===== config.mk =====
export PLATFORM = sky130hd
export DESIGN_NAME = audvid_clock_divider
export DESIGN_NICKNAME = d
export VERILOG_FILES = /design/src/rtl/audvid_clk_pkg.sv /design/src/rtl/audvid_clk_div_channel.sv /design/src/rtl/audvid_clock_divider.sv
export SDC_FILE = /design/constraint.sdc
export NUM_CORES = 1
export LEC_CHECK = 0
export BUFFER_PORTS_ARGS = -buffer_cell sky130_fd_sc_hd__buf_2
export CAP_MARGIN = 10
export CORE_AREA = 2 2 196 198
export CTS_CLUSTER_DIAMETER = 100
export DETAILED_ROUTE_END_ITERATION = 6
export DIE_AREA = 0 0 198 200
export HOLD_SLACK_MARGIN = 0.1
export PLACE_DENSITY = 0.43
export SKIP_LAST_GASP = 1
export SYNTH_ARGS = -nofsm -noshare
export SYNTH_HDL_FRONTEND = slang
export SYNTH_SLANG_ARGS = --single-unit
export TNS_END_PERCENT = 1

===== constraint.sdc =====
create_clock -name InputCLK -period 4.5 [get_ports InputCLK]
set_input_delay 0.675 -clock InputCLK [delete_from_list [all_inputs] [get_ports InputCLK]]
set_output_delay 0.675 -clock InputCLK [all_outputs]
set_load 0.01 [all_outputs]

===== src/rtl/audvid_clk_pkg.sv =====
// Shared constants and helpers for the audio/video clock divider.
// The divider channels import this package.
package audvid_clk_pkg;

   localparam int DIV_W_DEF = 16;
   localparam int MIN_DIV   = 2;

   // First count of the high phase: the low phase takes the larger half of odd divisors.
   function automatic logic [31:0] hi_start(input logic [31:0] d);
      return d - (d >> 1);
   endfunction

endpackage


===== src/rtl/audvid_clk_div_channel.sv =====
// One divider channel: counter, reloadable divisor with pending slot,
// and the registered divided clock plus its rising-edge enable strobe.
module audvid_clk_div_channel
   import audvid_clk_pkg::*;
#(
   parameter int DIV_W       = DIV_W_DEF,
   parameter int DEFAULT_DIV = 10
) (
   input  logic             MasterClocK_reloj1_clk_wiz_0_0_en_clk,
   input  logic             rst,
   input  logic             run,
   input  logic             sync,
   input  logic             load,
   input  logic [DIV_W-1:0] div_value,
   output logic             clk_out,
   output logic             clk_en
);

   function automatic logic [DIV_W-1:0] clamp_div(input logic [DIV_W-1:0] v);
      return (v < DIV_W'(MIN_DIV)) ? DIV_W'(MIN_DIV) : v;
   endfunction

   logic [DIV_W-1:0] cnt, div_act, pend, pend_eff, hs, cnt_nxt;
   logic             pend_vld, pend_vld_eff, wrap, apply;

   // A load in the same cycle as a wrap or sync takes effect at that boundary.
   always_comb begin
      hs           = DIV_W'(hi_start(32'(div_act)));
      pend_eff     = load ? clamp_div(div_value) : pend;
      pend_vld_eff = load | pend_vld;
      wrap         = run && !sync && (cnt == div_act - DIV_W'(1));
      apply        = pend_vld_eff && (sync || wrap);
      if (sync || !run || wrap)
         cnt_nxt = '0;
      else
         cnt_nxt = cnt + DIV_W'(1);
   end

   always_ff @(posedge MasterClocK_reloj1_clk_wiz_0_0_en_clk or posedge rst) begin
      if (rst) begin
         cnt      <= '0;
         clk_out  <= 1'b0;
         clk_en   <= 1'b0;
         div_act  <= DIV_W'(DEFAULT_DIV);
         pend_vld <= 1'b0;
      end else begin
         cnt      <= cnt_nxt;
         clk_out  <= (cnt_nxt >= hs);
         clk_en   <= (cnt_nxt == hs);
         if (apply)
            div_act <= pend_eff;
         pend_vld <= pend_vld_eff & ~apply;
      end
   end

   // Pending value is pure data; only its valid flag needs reset.
   always_ff @(posedge MasterClocK_reloj1_clk_wiz_0_0_en_clk) begin
      if (load)
         pend <= clamp_div(div_value);
   end

endmodule


===== src/rtl/audvid_clock_divider.sv =====
// Multi-channel programmable clock divider behind the MMCM: lock qualification,
// Sync/Ready fan-out and one divider channel per output.
module audvid_clock_divider
   import audvid_clk_pkg::*;
#(
   parameter int NUM_CH      = 3,
   parameter int DIV_W       = DIV_W_DEF,
   parameter int LOCK_STAGES = 8,
   parameter int DEFAULT_DIV = 10
) (
   input  logic                    InputCLK,
   input  logic                    Reset,
   input  logic                    Locked,
   input  logic [NUM_CH-1:0]       ChEnable,
   input  logic [NUM_CH-1:0]       DivLoad,
   input  logic [NUM_CH*DIV_W-1:0] DivValue,
   input  logic                    Sync,
   output logic                    Ready,
   output logic [NUM_CH-1:0]       ClkOut,
   output logic [NUM_CH-1:0]       ClkEn
);

   logic [LOCK_STAGES-1:0] lock_sr;
   logic                   run_ok, sync_ok;

   // The shift chain also synchronises the asynchronous Locked input.
   always_ff @(posedge InputCLK or posedge Reset) begin
      if (Reset)
         lock_sr <= '0;
      else
         lock_sr <= {lock_sr[LOCK_STAGES-2:0], Locked};
   end

   assign Ready = lock_sr[LOCK_STAGES-1];
   // The next stage down is what Ready becomes after this edge, so channels
   // are already silent in the first cycle that Ready reads low.
   assign run_ok  = lock_sr[LOCK_STAGES-1] & lock_sr[LOCK_STAGES-2];
   assign sync_ok = Sync & Ready;

   for (genvar i = 0; i < NUM_CH; i++) begin : g_ch
      audvid_clk_div_channel #(
         .DIV_W       (DIV_W),
         .DEFAULT_DIV (DEFAULT_DIV)
      ) u_ch (
         .MasterClocK_reloj1_clk_wiz_0_0_en_clk (InputCLK),
         .rst        (Reset),
         .run        (run_ok & ChEnable[i]),
         .sync       (sync_ok),
         .load       (DivLoad[i]),
         .div_value  (DivValue[i*DIV_W +: DIV_W]),
         .clk_out    (ClkOut[i]),
         .clk_en     (ClkEn[i])
      );
   end

endmodule


Word-level counts from Yosys, hierarchy flattened
Index checks and enable logic that the tools add are counted.
{"block": "word_totals", "ff_bits": 161, "wordCells": 85}
{"block": "classes", "n_addsub": 9, "n_lt_le_gt_ge": 6, "eq_ne": 6, "mux": 9, "bitwise_logic": 14, "n_reduce_logical": 22}
{"cell": "$mux W16", "n": 9}
{"cell": "$eq A16 B16 Y1", "n": 6}
{"cell": "$add A16 B1 Y16 const B", "n": 3}
{"cell": "$ge A16 B16 Y1", "n": 3}
{"cell": "$lt A16 B2 Y1 const B", "n": 3}
{"cell": "$sub A16 B1 Y16 const B", "n": 3}
{"cell": "$sub A16 B15 Y16", "n": 3}
{"cell": "$logic_and A1 B1 Y1", "n": 9}
{"cell": "$logic_or A1 B1 Y1", "n": 9}
{"cell": "$and A1 B1 Y1", "n": 8}
{"cell": "$logic_not A1 Y1", "n": 4}
{"cell": "$not A1 Y1", "n": 3}
{"cell": "$or A1 B1 Y1", "n": 3}

Logic depth before layout (Yosys ltp)
Gate-level depths: netlist of run 1.
{"block": "logic_depth", "depth_word": 8, "mapped_depth": 20, "mapped_depth_nobuf": 19}

By module
Synthesis of run 1 repeated with hierarchy kept, for this count alone.
{"block": "hier_totals", "hier_cells": 1284, "hier_area_um2": 12067.8}
{"module": "audvid_clk_div_channel at g_ch[1].u_ch", "instances": 1, "cells_per_inst": 452, "area_each_um2": 4075.2, "seq_area_each_um2": 1198.6}
{"module": "audvid_clk_div_channel at g_ch[2].u_ch", "instances": 1, "cells_per_inst": 433, "area_each_um2": 3998.8, "seq_area_each_um2": 1198.6}
{"module": "audvid_clk_div_channel at g_ch[0].u_ch", "instances": 1, "cells_per_inst": 386, "area_each_um2": 3764.9, "seq_area_each_um2": 1198.6}
{"module": "audvid_clock_divider", "instances": 1, "cells_per_inst": 13, "area_each_um2": 229.0, "seq_area_each_um2": 200.2}

Worst setup path before layout of run 1
No wires, ideal clock.
{"block": "synth_timing", "path_type": "register -> register", "start": "reg g_ch[1].u_ch.div_act[1]", "end": "reg g_ch[1].u_ch.clk_out", "setup_time_ns": 0.126, "arrival_ns": 3.965, "t_required_ns": 4.374, "slack_ns": 0.409, "stages_incl_launch_ff": 21, "path_buffers": 1, "cell_sequence": "dfstp_2 inv_1 ha_1 xor2_1 o211ai_1 nor3_1 o2111ai_1 nor4_2 nand4b_2 nand3_1 buf_2 nor2_1 ha_1 nor2b_1 o21a_1 o21a_1 o21ai_0 nand2b_1 a211oi_1 o21ai_0 a221o_1"}
{"block": "synth_between", "elab_chain_len": 6}
{"element": "start: declaration", "line": "audvid_clk_div_channel.sv:23", "source": "logic [DIV_W-1:0] cnt, div_act, pend, pend_eff, hs, cnt_nxt;"}
{"element": "start signal: assignment", "line": "audvid_clk_div_channel.sv:44", "source": "div_act <= DIV_W'(DEFAULT_DIV);"}
{"element": "start signal: assignment", "line": "audvid_clk_div_channel.sv:51", "source": "div_act <= pend_eff;"}
{"element": "$sub A16 B1 Y16", "line": "audvid_clk_div_channel.sv:31", "source": "wrap = run && !sync && (cnt == div_act - DIV_W'(1));"}
{"element": "$eq A16 B16 Y1", "line": "audvid_clk_div_channel.sv:31"}
{"element": "$logic_and A1 B1 Y1", "line": "audvid_clk_div_channel.sv:31"}
{"element": "$logic_or A1 B1 Y1", "line": "audvid_clk_div_channel.sv:33", "source": "if (sync || !run || wrap)"}
{"element": "$mux W16", "line": "audvid_clk_div_channel.sv:33"}
{"element": "net g_ch[1].u_ch.cnt_nxt[1]", "line": "audvid_clk_div_channel.sv:23"}
{"element": "$ge A16 B16 Y1", "line": "audvid_clk_div_channel.sv:48", "source": "clk_out <= (cnt_nxt >= hs);"}
{"element": "end signal: assignment", "line": "audvid_clk_div_channel.sv:48"}
{"element": "end: declaration", "line": "audvid_clk_div_channel.sv:15", "source": "output logic clk_out,"}
The timed path passes the listed nets, and every way through them passes these cells.
A chain may end at the register's enable or synchronous reset.

Worst setup path in the final report of run 1
{"block": "layout_timing", "start": "reg g_ch[0].u_ch.div_act[1]", "end": "reg g_ch[0].u_ch.clk_out"}
{"block": "layout_between", "elab_chain_len": 6}
{"element": "start: declaration", "line": "audvid_clk_div_channel.sv:23"}
{"element": "start signal: assignment", "line": "audvid_clk_div_channel.sv:44"}
{"element": "start signal: assignment", "line": "audvid_clk_div_channel.sv:51"}
{"element": "$sub A16 B1 Y16", "line": "audvid_clk_div_channel.sv:31"}
{"element": "$eq A16 B16 Y1", "line": "audvid_clk_div_channel.sv:31"}
{"element": "$logic_and A1 B1 Y1", "line": "audvid_clk_div_channel.sv:31"}
{"element": "$logic_or A1 B1 Y1", "line": "audvid_clk_div_channel.sv:33"}
{"element": "$mux W16", "line": "audvid_clk_div_channel.sv:33"}
{"element": "$ge A16 B16 Y1 *", "line": "audvid_clk_div_channel.sv:48"}
{"element": "end signal: assignment", "line": "audvid_clk_div_channel.sv:48"}
{"element": "end: declaration", "line": "audvid_clk_div_channel.sv:15"}
Every way passes the cells marked *; elsewhere a longest branch is shown, timed or not.

==> reports/results.tsv, run 1 <==
metric	value	unit
ir_drop	260	uV
crit_chain	inv_1, ha_1, nor2_1, o311a_1, o221ai_2, a21oi_1, a221o_1, a221o_1, o311ai_0, ha_1, nand4_1, nor2_1, nand2_1, nor3_1, a2111oi_0, o221ai_1	
p_sw	0.00234	W
synth_edf_count	0	
cts_htree_levels	4	
worstMarginPinSlew	1.04	ns
critPathBufInv	1	
setup-violations-final	0	
cpLargestDelayFamily	compound AO/OA/AOI/OAI gates	
leakagePower	5.76	nW
cp.arrival	4.53	ns
seq_area	0.00380	mm2
grt_first_pass_wirelength	44400	um
synth_flop_cell	dfrtp_1	
cp.required	4.81	ns
root_buffer	clkbuf_16	
power.density	481	mW/mm2
drt_first_pass_iters	4	
seqPwrFrac	28.9	%
critical_path_class	register to register	
syn_area_per_cell	9.73	um2
comb_power_share	45.3	%
stdcell_count	1743	
fillers	3844	
netlist_area	0.0112	mm2
synth_seq_cells	161	
drive_above_1_share	17.4	%
ant_nets	0	
cts_buffers	17	
cp_max_fo	5	
ys_seq_area_share	34.0	%
via_count	7989	
antenna_found_initial	3	
period_needed	4.21	ns
outcome	completed	
synth_warnings	0	
die_x	198	um
placedCellCount	1710	
period_share	93.7	%
grtUsageTotal	14.8	%
final-hold-violation-count	0	
post-route-drc-count	0	
multi_input_area	0.00688	mm2
cts_tree	built	
via_per_inst	4.58	
io_pins	65	
p_int	0.00379	W
routedWlPerCell	16.0	um
final_common_cell	ha_1	
hpwlAfterDp	21900	um
initial_core_util	29.9	%
routed_wl	27900	um
rsz0062_at_grt	true	
start_kind	register	
max_slew_margin	30.3	%
hold_buffers	0	
cp_slowest_cell	dfstp_2	
clock_path_buffers	2	
pwr-share-clk	25.8	%
syn_inst	1148	
syn_to_final_growth	14.1	%
hold_class	input pin to register	
grt_max_degree	64	
rows	71	
diodes	0	
drt_iter0_drc	353	
die_h	200	um
async_flop_share	70.2	%
fmax	237	MHz
coreArea	0.0374	mm2
gp_congestion	0.802	
slowest_delay	0.59	ns
grt_overflow	0	
clk_pin_slew	0.07	ns
clock_sinks	161	
placement.cell_area	0.0121	mm2
max_cap_viol_count	0	
fin_area	0.0128	mm2
tns	0	ns
io_buffer_count	64	
grt_pass1_vias	8026	
slew_violations	0	
clk_latency	0.45	ns
skew	0.0162	ns
sw_frac_of_total	38.2	%
most-common-layout-cells	144 x ha_1, 122 x nor2_1, 107 x dfrtp_1, 100 x inv_1, 95 x xnor2_1	
syn_nets	1353	
endpoint_kind	register	
r2r_slack	0.29	ns
die_area	0.0396	mm2
finalNetCount	1424	
fin_hold_ws	0.335	ns
ys_types	64	
==> layer usage <==
layer	share of wire (%)	up-vias	track usage, %
met5	0.16	-	0
met3	3.0	25	3.26
met1	49	3774	19.7
met2	46	87	24.0
li1	-	4097	-
met4	1.2	6	4.34
==> state kept, by name, indices dropped and copies added, names as in the netlist <==
| signal | count |
|---|---|
| g_ch.u_ch.clk_en | 3 |
| g_ch.u_ch.clk_out | 3 |
| g_ch.u_ch.cnt | 48 |
| g_ch.u_ch.div_act | 48 |
| g_ch.u_ch.pend | 48 |
| g_ch.u_ch.pend_vld | 3 |
| lock_sr | 8 |
==> worst paths after layout <==
check | startpoint | to | cells after the start
min | Locked | lock_sr[0]$_DFF_PP0_ | 1
max in group asynchronous | Reset | g_ch[0].u_ch.div_act[1]$_DFFE_PP1P_ | 3
min in group asynchronous | Reset | g_ch[1].u_ch.div_act[15]$_DFFE_PP0P_ | 2
min reg2reg | lock_sr[5]$_DFF_PP0_ | lock_sr[6]$_DFF_PP0_ | 0
max reg2reg | g_ch[0].u_ch.div_act[1]$_DFFE_PP1P_ | g_ch[0].u_ch.clk_out$_DFF_PP0_ | 16
max | g_ch[0].u_ch.div_act[1]$_DFFE_PP1P_ | g_ch[0].u_ch.clk_out$_DFF_PP0_ | 16
==> worst reg2reg max path, stage by stage (launching register included) <==
cell and delay (ns):
dfstp_2 0.59, inv_1 0.08, ha_1 0.28, nor2_1 0.05, o311a_1 0.34, o221ai_2 0.22, a21oi_1 0.15, a221o_1 0.38
a221o_1 0.37, o311ai_0 0.38, ha_1 0.32, nand4_1 0.13, nor2_1 0.07, nand2_1 0.09, nor3_1 0.09, a2111oi_0 0.37
o221ai_1 0.18
==> logic make-up (layout without fill, tap and decap cells) <==
logic type | count (synthesis) | in the layout | synth area share, %
xor gates and xnor gates | 155 | 155 | 12.2
muxes | 90 | 90 | 9.40
DFF | 161 | 161 | 34.0
adders and majority gates | 147 | 147 | 16.7
and+or+nand+nor | 333 | 333 | 14.7
buffers and inverters | 123 | 207 | 4.64
AOI/OAI and AO/OA | 139 | 139 | 8.51
==> Yosys cell counts (22+ instances only) <==
| master | number | area, um2 |
|---|---|---|
| inv_1 | 101 | 379 |
| xor2_1 | 60 | 526 |
| nand4_1 | 30 | 188 |
| nand2_1 | 49 | 184 |
| mux2_2 | 79 | 890 |
| ha_1 | 144 | 1800 |
| xnor2_1 | 95 | 832 |
| o21ai_0 | 22 | 110 |
| a21oi_1 | 39 | 195 |
| nand3_1 | 35 | 175 |
| nor2_1 | 122 | 458 |
| dfxtp_1 | 48 | 961 |
| dfrtp_1 | 107 | 2680 |
==> cell type report <==
| cell class | count | area share, % |
|---|---|---|
| repair buffers | 74 | 3.23 |
| flip-flops and latches | 161 | 29.8 |
| clock buffers | 28 | 4.57 |
| multi-input cells | 864 | 54.0 |
| well taps | 511 | 5.01 |
| clock inverters | 4 | 0.442 |
| inverters | 101 | 2.99 |
==> power by group through the flow <==
stage	sequential (W)	clock (W)	combinational, W
6_report	0.00177	0.00158	0.00278
5_1_grt	0.00180	0.00169	0.00317
4_1_cts	0.00178	0.00164	0.00280
3_5_place_dp	0.00181	0	0.00277
3_3_place_gp	0.00180	0	0.00277
2_1_floorplan	0.00175	0	0.00212
==> per-stage QoR <==
step	setup WS (ns)	power (W)	util, %
after detailed placement	0.187	0.00458	32.3
after global routing	-0.0232	0.00666	34.1
after floorplan	0.409	0.00387	-
after global placement	0.244	0.00457	32.3
final	0.286	0.00613	34.1
after CTS	0.143	0.00622	34.0
==> what timing repair did <==
item | CTS | global route
resized for setup | 0 | 8
setup endpoints to repair | 0 | 3
setup buffers | 0 | 1
Note: power is estimated with default switching activity, not from simulation.
==> inputs of run 2 (changes only) <==
- CORE_AREA: 2 2 196 198 -> 4 4 198 200
- DIE_AREA: 0 0 198 200 -> 0 0 202 204
==> run 2 against run 1 <==
  * Combinational power is essentially flat
  * Global-route usage shrank 0.65 points
  * Non-clock buffer count grew 1
  * Clock-buffer cell count shrank 5
  * Die area grew 4.1%
  * Design area shrank 0.37%
  * Wire length grew 1.2%
  * Largest power group unchanged
==> reports/results.tsv, run 2 (synthesis gave the netlist of run 1 again) <==
metric	value	unit	change
outcome	completed		
clock_sinks	161		unchanged
critPathBufInv	1		unchanged
via_per_inst	4.58		-0.11%
die_x	202	um	+2.0%
cp.arrival	4.48	ns	-0.05 ns
post-route-drc-count	0		unchanged
period_share	92.7	%	-0.91 points
leakagePower	5.74	nW	-0.37%
routedWlPerCell	16.2	um	+1.1%
hold_class	input pin to register		
skew	0.0104	ns	-0.00577 ns
hpwlAfterDp	22200	um	+1.4%
dp_slack	0.140	ns	-0.0468 ns
grtUsageTotal	14.1	%	-0.65 points
critical_path_class	register to register		
slew_violations	0		unchanged
routed_wl	28200	um	+1.2%
io_buffer_count	64		unchanged
fmax	240	MHz	+0.98%
grt_pass1_vias	8224		+2.5%
rsz0062_at_grt	true		
max_cap_viol_count	0		unchanged
endpoint_kind	register		
final_common_cell	ha_1		
max_slew_margin	29.8	%	-0.44 points
syn_to_final_growth	13.7	%	
grt_first_pass_wirelength	45900	um	+3.4%
hold_buffers	0		unchanged
via_count	7985		-0.050%
cts_tree	built		
initial_core_util	29.9	%	unchanged
root_buffer	clkbuf_16		
cp_slowest_cell	dfstp_2		
stdcell_count	1744		+0.057%
finalNetCount	1425		+0.070%
rows	71		unchanged
drive_above_1_share	17.4	%	+0.067 points
r2r_slack	0.33	ns	+0.04 ns
crit_chain	inv_1, ha_1, nor2_1, o311a_1, o221ai_2, a21oi_1, a221o_1, a221o_1, o311ai_1, ha_1, nand4_1, nor2_1, nand2_1, nor3_2, a2111oi_0, o221ai_1		
reg.largest.list	g_ch.u_ch.cnt: 48 flops, g_ch.u_ch.div_act: 48 flops, g_ch.u_ch.pend: 48 flops		
drt_iter0_drc	346		-2.0%
period_needed	4.17	ns	-0.0409 ns
slowest_delay	0.59	ns	about the same
cpLargestDelayFamily	compound AO/OA/AOI/OAI gates		
start_kind	register		
power.density	477	mW/mm2	-0.95%
ant_nets	0		unchanged
placedCellCount	1710		unchanged
clock_path_buffers	2		unchanged
clk_latency	0.45	ns	about the same
cp.required	4.80	ns	about the same
grt_max_degree	64		unchanged
ir_drop	267	uV	+2.4%
die_h	204	um	+2.0%
setup-violations-final	0		unchanged
finalWorstSetupSlack	0.327	ns	+0.0409 ns
most-common-layout-cells	143 x ha_1, 122 x nor2_1, 107 x dfrtp_1, 99 x inv_1, 95 x xnor2_1		
grt_overflow	0		unchanged
gp_congestion	0.811		+1.1%
cts_buffers	17		unchanged
die_area	0.0412	mm2	+4.1%
coreArea	0.0374	mm2	unchanged
final-hold-violation-count	0		unchanged
drt_first_pass_iters	5		+1
io_pins	65		unchanged
cts_htree_levels	4		unchanged
worstMarginPinSlew	1.04	ns	+0.00658 ns
cp_max_fo	5		unchanged
clk_pin_slew	0.07	ns	about the same
antenna_found_initial	1		-2
diodes	0		unchanged
[run 2: cell types whose count changed in the layout (fill, tap and decap cells not counted), sizes merged]
cell / delta
bufinv: +2
clkinvlp: +2
buf: +1
clkinv: +2
clkbuf: -5
inv: -1
[run 2: worst reg2reg max path, delay by kind of cell (launching register included)]
| kind | cells | cell delay [ns] |
|---|---|---|
| AO/OA/AOI/OAI | 8 | 2.32 |
| adder cells (fa/ha/maj) | 2 | 0.57 |
| buffers and inverters | 1 | 0.08 |
| flip-flops | 1 | 0.59 |
| AND/OR/NAND/NOR | 5 | 0.47 |
[run 2: final cells by class]
| type | instances | area [um2] |
|---|---|---|
| clock buffers | 23 | 458 |
| clock inverters | 9 | 133 |
| fillers | 3891 | 24700 |
| inverters | 101 | 382 |
| multi-input cells | 864 | 6880 |
| flip-flops and latches | 161 | 3800 |
| well taps | 511 | 639 |
| repair buffers | 75 | 419 |
[run 2: path summary, 6_finish.rpt]
| kind | from | depth (start not counted) | endpoint |
|---|---|---|---|
| setup / recovery | g_ch[0].u_ch.div_act[1]$_DFFE_PP1P_ | 16 | g_ch[0].u_ch.clk_out$_DFF_PP0_ |
| hold / removal | Locked | 1 | lock_sr[0]$_DFF_PP0_ |
| setup reg to reg | g_ch[0].u_ch.div_act[1]$_DFFE_PP1P_ | 16 | g_ch[0].u_ch.clk_out$_DFF_PP0_ |
| hold reg to reg | lock_sr[3]$_DFF_PP0_ | 0 | lock_sr[4]$_DFF_PP0_ |
| max in group asynchronous | Reset | 3 | g_ch[0].u_ch.div_act[1]$_DFFE_PP1P_ |
| min in group asynchronous | Reset | 2 | g_ch[1].u_ch.div_act[8]$_DFFE_PP0P_ |
[run 2: report_power, final]
| group | switching, W | internal (W) |
|---|---|---|
| sequential | 0.000170 | 0.00161 |
| combinational | 0.00153 | 0.00124 |
| clock | 0.000624 | 0.000887 |
[run 2: what timing repair did]
action | 4_1_cts | 5_1_grt
setup buffers | 0 | 2
endpoints found under the setup margin | 0 | 3
resized for setup | 0 | 7
[run 2: through the flow]
step	setup TNS [ns]	utilization, %	power [W]	area, um2	hold WS (ns)
after floorplan	0	-	0.00387	11200	0.331
after global placement	0	32.3	0.00458	12100	0.335
after detailed placement	0	32.3	0.00456	12100	0.336
after CTS	0	33.9	0.00614	12700	0.303
after global routing	-0.00889	34.0	0.00658	12700	0.308
final	0	34.0	0.00605	12700	0.339
[run 2: per-layer routing]
layer  up-vias  share of wire, %  GRT usage [%]
li1       4095                 -              -
met3        20               2.9           2.79
met5         -             0.035              0
met1      3767                49           19.0
met2       101                47           23.1
met4         2               1.5           4.17
==> inputs of run 3 (changes only) <==
- CTS_BUF_LIST: not set -> sky130_fd_sc_hd__clkbuf_8
==> run 3 against run 2 <==
  * Die area stayed put
  * Hold slack got worse by 0.047 ns
  * Clock power down 25%
  * Total power shrank 6.4%
  * Via count down 0.20%
  * Wire length shrank 0.55%
  * Critical path depth rose by 3
  * Cell count decreased by 0.11%
  * Sequential power hardly changed
  * First-iteration DRC count grew 3.2%
  * Sequential share of layout area is 0.51 points higher
  * Highest routed layer unchanged
==> reports/results.tsv, run 3 (synthesis gave the netlist of run 1 again) <==
metric	value	unit	change
outcome	completed		
period_needed	4.17	ns	+0.00106 ns
routedWlPerCell	16.1	um	-0.43%
cp.arrival	4.56	ns	+0.08 ns
root_buffer	clkbuf_8		
coreArea	0.0374	mm2	unchanged
placedCellCount	1710		unchanged
syn_to_final_growth	11.8	%	
critical_path_class	register to register		
stdcell_count	1742		-0.11%
cts_tree	built		
clk_latency	0.49	ns	+0.04 ns
leakagePower	5.67	nW	-1.3%
placement.cell_area	0.0121	mm2	unchanged
postCtsSetupBuffers	0		unchanged
antenna_found_initial	1		unchanged
skew	0.0135	ns	+0.00305 ns
finalNetCount	1423		-0.14%
setup-violations-final	0		unchanged
finalWorstSetupSlack	0.326	ns	-0.00106 ns
gp_congestion	0.811		unchanged
final_common_cell	ha_1		
power.density	454	mW/mm2	-4.8%
max_slew_margin	29.8	%	about the same
fin_area	0.0125	mm2	-1.7%
ant_nets	0		unchanged
dp_slack	0.140	ns	unchanged
cp_max_fo	16		+11
period_share	92.8	%	about the same
via_count	7969		-0.20%
io_buffer_count	64		unchanged
ir_drop	199	uV	-25%
drt_first_pass_iters	4		-1
die_area	0.0412	mm2	unchanged
endpoint_kind	register		
max_cap_viol_count	0		unchanged
most-common-layout-cells	144 x ha_1, 122 x nor2_1, 107 x dfrtp_1, 104 x inv_1, 95 x xnor2_1		
slew_violations	0		unchanged
cts_buffers	17		unchanged
routed_wl	28100	um	-0.55%
fmax	240	MHz	about the same
rows	71		unchanged
clock_sinks	161		unchanged
io_pins	65		unchanged
drive_above_1_share	17.2	%	-0.22 points
final-hold-violation-count	0		unchanged
initial_core_util	29.9	%	unchanged
rsz0062_at_grt	true		
hold_class	input pin to register		
hold_buffers	0		unchanged
grt_pass1_vias	8235		+0.13%
cts_htree_levels	4		unchanged
grt_max_degree	64		unchanged
clk_pin_slew	0.09	ns	+0.02 ns
drt_iter0_drc	357		+3.2%
via_per_inst	4.57		about the same
start_kind	register		
die_x	202	um	unchanged
total_power	0.00567	W	-6.4%
hpwlAfterDp	22200	um	unchanged
reg.largest.list	g_ch.u_ch.cnt: 48 flops, g_ch.u_ch.div_act: 48 flops, g_ch.u_ch.pend: 48 flops		
cp.required	4.88	ns	+0.08 ns
die_h	204	um	unchanged
post-route-drc-count	0		unchanged
worstMarginPinSlew	1.04	ns	-0.000228 ns
clock_path_buffers	2		unchanged
grt_first_pass_wirelength	45800	um	-0.12%
grtUsageTotal	14.1	%	-0.017 points
fin_hold_ws	0.292	ns	-0.0470 ns
diodes	0		unchanged
grt_overflow	0		unchanged
==> run 3: cell types whose count changed in the layout (fill, tap and decap cells not counted), sizes merged <==
cell / delta
clkbuf: -5
inv: +5
buf: -2
==> run 3: layer usage <==
| layer | GRT usage, % | routed length, um |
|---|---|---|
| met2 | 23.1 | 13100 |
| met5 | 0 | 13 |
| met4 | 4.03 | 452 |
| met3 | 2.84 | 855 |
| met1 | 19.0 | 13600 |
==> run 3: worst paths after layout <==
check / start / to / slack, ns / cells past startpoint
worst max-delay path: g_ch[1].u_ch.div_act[1]$_DFFE_PP1P_ / g_ch[1].u_ch.clk_out$_DFF_PP0_ / 0.33 / 19
worst min-delay path: Locked / lock_sr[0]$_DFF_PP0_ / 0.29 / 1
worst max register to register: g_ch[1].u_ch.div_act[1]$_DFFE_PP1P_ / g_ch[1].u_ch.clk_out$_DFF_PP0_ / 0.33 / 19
worst min register to register: lock_sr[3]$_DFF_PP0_ / lock_sr[4]$_DFF_PP0_ / 0.34 / 0
max in group asynchronous: Reset / g_ch[0].u_ch.div_act[1]$_DFFE_PP1P_ / 3.14 / 3
min in group asynchronous: Reset / g_ch[1].u_ch.div_act[8]$_DFFE_PP0P_ / 0.36 / 2
==> run 3: through the flow <==
step	setup TNS (ns)	util, %
2_1_floorplan	0	-
3_3_place_gp	0	32.3
3_5_place_dp	0	32.3
4_1_cts	0	33.4
5_1_grt	-0.0807	33.4
6_report	0	33.4
==> run 3: layout make-up <==
type	instances	area [um2]
fill	3915	24900
multi-input combinational	864	6870
sequential	161	3800
tap	511	639
timing repair buffer	73	400
inverter	101	382
clock buffer	18	248
clock inverter	14	151
==> run 3: what timing repair did <==
action / 4_1_cts / 5_1_grt
resized for setup: 0 / 5
hold endpoints to repair: 0 / 0
endpoints found under the setup margin: 0 / 3
==> run 3: power breakdown <==
part / internal [W] / total [W] / switching (W) / leakage [nW]
Sequential: 0.00160 / 0.00177 / 0.000168 / 1.85
Clock: 0.000552 / 0.00113 / 0.000579 / 0.215
Combinational: 0.00124 / 0.00276 / 0.00153 / 3.61
==> run 3: worst max-delay path, stage by stage, from the launching register on <==
cell and delay [ns]:
dfstp_2 0.59, inv_1 0.08, ha_1 0.20, and4b_2 0.28, nand4_2 0.13, a21boi_2 0.07
xnor2_1 0.13, nor4_2 0.31, nand4b_2 0.22, nand3_1 0.17, buf_4 0.23, nor2_1 0.09
ha_1 0.31, o21a_1 0.11, o21a_1 0.16, o21ai_0 0.17, nand2b_1 0.10, a211oi_2 0.22
o21ai_0 0.13, a221o_1 0.36
